[config.mk]
export PLATFORM = sky130hd
export DESIGN_NAME = shift_cipher_stream
export DESIGN_NICKNAME = d
export VERILOG_FILES = /design/src/rtl/shift_cipher_stream.sv
export SDC_FILE = /design/constraint.sdc
export NUM_CORES = 1
export LEC_CHECK = 0
export ABC_AREA = 1
export CAP_MARGIN = 20
export CORE_MARGIN = 5
export CORE_UTILIZATION = 40
export DETAILED_ROUTE_END_ITERATION = 16
export PLACE_DENSITY = 0.64
export SETUP_SLACK_MARGIN = 0.05
export SYNTH_ARGS = -nofsm -noshare
export SYNTH_HDL_FRONTEND = slang
export SYNTH_SLANG_ARGS = --single-unit
[constraint.sdc]
create_clock -name CLK -period 2.65 [get_ports CLK]
set_clock_uncertainty 0.05 [all_clocks]
set_input_delay 0.265 -clock CLK [delete_from_list [all_inputs] [get_ports CLK]]
set_output_delay 0.265 -clock CLK [all_outputs]
set_load 0.005 [all_outputs]
[src/rtl/shift_cipher_stream.sv]
// Streaming shift cipher with modular wrap and a rolling multi-slot key.
// One symbol per IDLE -> CALC -> OUT pass; out-of-range symbols pass through flagged.
module shift_cipher_stream #(
    parameter int DATA_W    = 8,
    parameter int KEY_W     = 3,
    parameter int MOD       = 128,
    parameter int KEY_DEPTH = 4,
    localparam int PTR_W    = (KEY_DEPTH > 1) ? $clog2(KEY_DEPTH) : 1
) (
    input  logic              CLK,
    input  logic              RST,
    input  logic              in_valid,
    output logic              in_ready,
    input  logic [DATA_W-1:0] in_data,
    input  logic              select,
    input  logic [PTR_W:0]    key_len,
    input  logic              key_wr,
    input  logic [PTR_W-1:0]  key_addr,
    input  logic [KEY_W-1:0]  key_data,
    input  logic              key_restart,
    output logic              out_valid,
    input  logic              out_ready,
    output logic [DATA_W-1:0] out_data,
    output logic              out_err,
    output logic              busy
);

    typedef enum logic [1:0] {IDLE, CALC, OUT} state_t;

    localparam logic [PTR_W:0]  DEPTH_L = (PTR_W+1)'(KEY_DEPTH);
    localparam logic [DATA_W:0] MOD_X   = (DATA_W+1)'(MOD);

    state_t            state, state_next;
    logic [KEY_W-1:0]  keys [KEY_DEPTH];
    logic [PTR_W-1:0]  ptr, ptr_next, slot;
    logic [PTR_W:0]    eff_len, slot_inc;
    logic [DATA_W-1:0] data_r;
    logic              dec_r;
    logic [KEY_W-1:0]  k_r;
    logic              accept;
    logic [DATA_W:0]   wide_d, wide_k, sum, calc_res;
    logic              calc_err;

    assign accept = in_valid & in_ready;

    // Restart or a stale pointer beyond the new length both fall back to slot 0.
    always_comb begin
        eff_len  = (key_len == '0 || key_len > DEPTH_L) ? DEPTH_L : key_len;
        slot     = (key_restart || {1'b0, ptr} >= eff_len) ? '0 : ptr;
        slot_inc = {1'b0, slot} + 1'b1;
        ptr_next = (slot_inc == eff_len) ? '0 : slot_inc[PTR_W-1:0];
    end

    always_comb begin
        state_next = state;
        in_ready   = 1'b0;
        out_valid  = 1'b0;
        busy       = 1'b1;
        case (state)
            IDLE: begin
                in_ready = 1'b1;
                busy     = 1'b0;
                if (in_valid) state_next = CALC;
            end
            CALC: state_next = OUT;
            OUT: begin
                out_valid = 1'b1;
                if (out_ready) state_next = IDLE;
            end
            default: state_next = IDLE;
        endcase
    end

    // k < MOD, so one conditional correction keeps the result in range.
    always_comb begin
        wide_d   = {1'b0, data_r};
        wide_k   = (DATA_W+1)'(k_r);
        sum      = wide_d + wide_k;
        calc_err = 1'b0;
        calc_res = wide_d;
        if (wide_d >= MOD_X) begin
            calc_err = 1'b1;
        end else if (!dec_r) begin
            calc_res = (sum >= MOD_X) ? sum - MOD_X : sum;
        end else begin
            calc_res = (wide_d >= wide_k) ? wide_d - wide_k : wide_d + MOD_X - wide_k;
        end
    end

    always_ff @(posedge CLK or posedge RST) begin
        if (RST) begin
            state    <= IDLE;
            ptr      <= '0;
            data_r   <= '0;
            dec_r    <= 1'b0;
            k_r      <= '0;
            out_data <= '0;
            out_err  <= 1'b0;
            for (int unsigned i = 0; i < KEY_DEPTH; i++) keys[i] <= '0;
        end else begin
            state <= state_next;
            if (key_wr && ({1'b0, key_addr} < DEPTH_L)) keys[key_addr] <= key_data;
            if (accept) begin
                data_r <= in_data;
                dec_r  <= select;
                k_r    <= keys[slot];
                ptr    <= ptr_next;
            end else if (key_restart) begin
                ptr <= '0;
            end
            if (state == CALC) begin
                out_data <= DATA_W'(calc_res);
                out_err  <= calc_err;
            end
        end
    end

endmodule

==> out/metrics.cfg <==
[logic_synthesis]
synth.distinct_cells=30
synth_compound_area_share_pct=9.86
synth_top_family_by_area=simple AND/OR/NAND/NOR gates
synth_adder_area_share_pct=15.4
synth_seq_cells=37
synth_sequential_area_ratio_pct=34.1
synth_area_um2=2720
syn_inst=370
synth.area.mux_share_pct=0
synth_nets=424
syn_avg_cell_area_um2=7.34
synth_xor_xnor_area_share_pct=3.87
synthSimpleGateAreaFrac_pct=28.0
yosys_warnings=0

[worst_setup_path]
crit_type=input pin to flip-flop
critPathLaunch=key_len[0]
r2r_slack_ns=0.27
worst_r2r_path_depth=15
critPathArrivalTime_ns=2.66
r2r_start=k_r[1]
start_kind=input pin
crit_fanout=2
r2r_end=out_data[7]
crit_required_ns=2.84
critPathCaptureType=flip-flop

[drt]
wl_per_cell_um=12.3
routed_wirelength_mm=6.08
via_per_inst=4.87
drt_pass1_iterations=4
drc=0
vias=2415
met3_length_um=236
drtAntennaViolNets=0
wl_met1_mm=2.69
drtIter0Drc=96
top_layer=met4
routed-wl-met2_mm=3.15

[sta]
max_freq_ghz=0.405
period_share_pct=93.2
worst_pin_slew_ns=0.587
rsz0062_at_grt=yes
finalSetupViolCount=0
final.min_clock_period_ns=2.47
hold_viol_final=0
drv_slew=0
whs_ns=0.330
slew_headroom_pct=60.9

[clock_tree]
cts_root_buffer=clkbuf_8
cts_hold_buf=0
numCtsBuffers=5
clk_latency_ns=0.29
tritoncts=yes
cts_buffer_depth=2
clkTransAtPathRegs_ns=0.08
h-tree-depth=2
clock_sinks=37

[placed_design]
dpl.hpwl_mm=4.77
port_buffers=34
gp_congestion=0.838

[power_and_ir_drop]
leakage_nw=1.70
powerDensity_nw_per_um2=1170
ir_worst_vdd_v=0.000391

[grt]
grt_max_degree=38
grt_usage_pct=14.7
gr-total-overflow=0
grt_pass1_vias=2319
antenna_found_initial=0
grt_first_pass_wirelength_mm=10.3

[cells_and_area]
final_nets=469
drive_gt1_share_pct=8.17
diodes=0
syn_to_final_growth_pct=21.5
fin_util_pct=49.1

[floorplan]
die_w_um=92.4
pin_count=35
fp.coreArea_um2=6720
start_util_pct=40.4
die_y_um=92.4
die_area_um2=8540
rows=30

[min_path]
hold_class=input pin to async pin

[run]
drv_cap=0

[status]
status=finished, final reports clean

## area by class of cell
type                    instances  area (µm²)
clock buffers                   5        68.8
clock inverters                 3        17.5
fillers                       648        3420
inverters                      58         220
multi-input cells             271        1570
flip-flops and latches         37         926
well taps                      80         100
repair buffers                 42         400
## registers in the layout, indices dropped and copies added, names as in the netlist
name      flops
state         2
dec_r         1
keys         12
k_r           3
out_err       1
data_r        8
out_data      8
ptr           2
## power by group
part,internal [W],switching [W],total (W)
clock,0.000182,0.000222,0.000403
sequential,0.000772,0.000208,0.000980
combinational,0.00105,0.00144,0.00248
total,0.00200,0.00187,0.00387
## stage by stage
stage	instance area [µm²]	std cells	total power (W)	setup TNS, ns	worst slack, ns
after floorplan	2720	370	0.00273	0	0.283
after global placement	3190	487	0.00341	-0.179	-0.0897
after detailed placement	3190	487	0.00345	-0.415	-0.190
after CTS	3280	495	0.00386	0	0.130
after global routing	3300	496	0.00429	0	0.0141
final	3300	496	0.00387	0	0.181
## routing by layer
metal | up-vias | GRT usage [%]
met1 | 1115 | 17.4
met4 | 0 | 2.97
met5 | - | 0
met3 | 2 | 3.66
li1 | 1251 | -
met2 | 47 | 26.9
## worst max path at each step
stage | end | cells past startpoint
detailed placement | ptr[0] | 16
floorplan | ptr[0] | 15
CTS | ptr[0] | 16
global route | ptr[1] | 16
finish | ptr[1] | 16
global placement | ptr[1] | 16
## timing repair
action | CTS | global route
setup endpoints to repair | 0 | 3
resized for setup | 0 | 3
buffers inserted | 0 | 1
## Yosys cell counts (all sizes together)
cell      n  area, µm²
nand2   109        419
inv      57        216
dfrtp    37        926
nor2     31        134
nand3    28        153
ha       27        338
o21ai    27        135
a21oi    20        104
xor2      9       78.8
nand4     6       37.5
fa        4       80.1
buf       3       15.0
xnor2     3       26.3
or2       2       12.5
a21boi    1       7.51
a31oi     1       6.26
clkbuf    1       3.75
clkinv    1       3.75
nor3      1       5.00
o21a      1       7.51
o21bai    1       7.51
## kinds of logic (layout without fill, tap and decap cells)
| kind of cell | after synthesis | after routing |
|---|---|---|
| compound gates | 51 | 51 |
| buf+inv | 62 | 108 |
| fa+ha+maj | 31 | 31 |
| xor+xnor | 12 | 12 |
| simple gates | 177 | 177 |
| flops | 37 | 37 |
## worst max-delay path, stage by stage
cell and delay (ns):
clkdlybuf4s50_1 0.42, or2_2 0.30, ha_1 0.28, nor2_2 0.11, ha_1 0.15, nor2_1 0.04
a21oi_1 0.15, nand3_1 0.15, nor2_4 0.11, ha_1 0.24, inv_2 0.07, xor2_1 0.14
nor2_1 0.05, nand2_1 0.08, nand2_1 0.05, nand2_1 0.05
## placed cells by master (no fill, tap or decap), types with 2 or more instances in the layout
cell type,n
nand3_1,27
clkbuf_8,5
nand2_2,4
dfrtp_1,37
fa_1,4
xor2_1,9
clkinv_2,2
nor2_2,2
inv_1,51
nor2_4,2
buf_4,8
a21oi_1,19
clkdlybuf4s50_1,34
inv_2,5
o21ai_1,5
ha_1,26
nor2_1,27
xnor2_1,3
o21ai_0,22
nand4_1,6
nand2_1,105
Power figures use the tool's default switching activity.
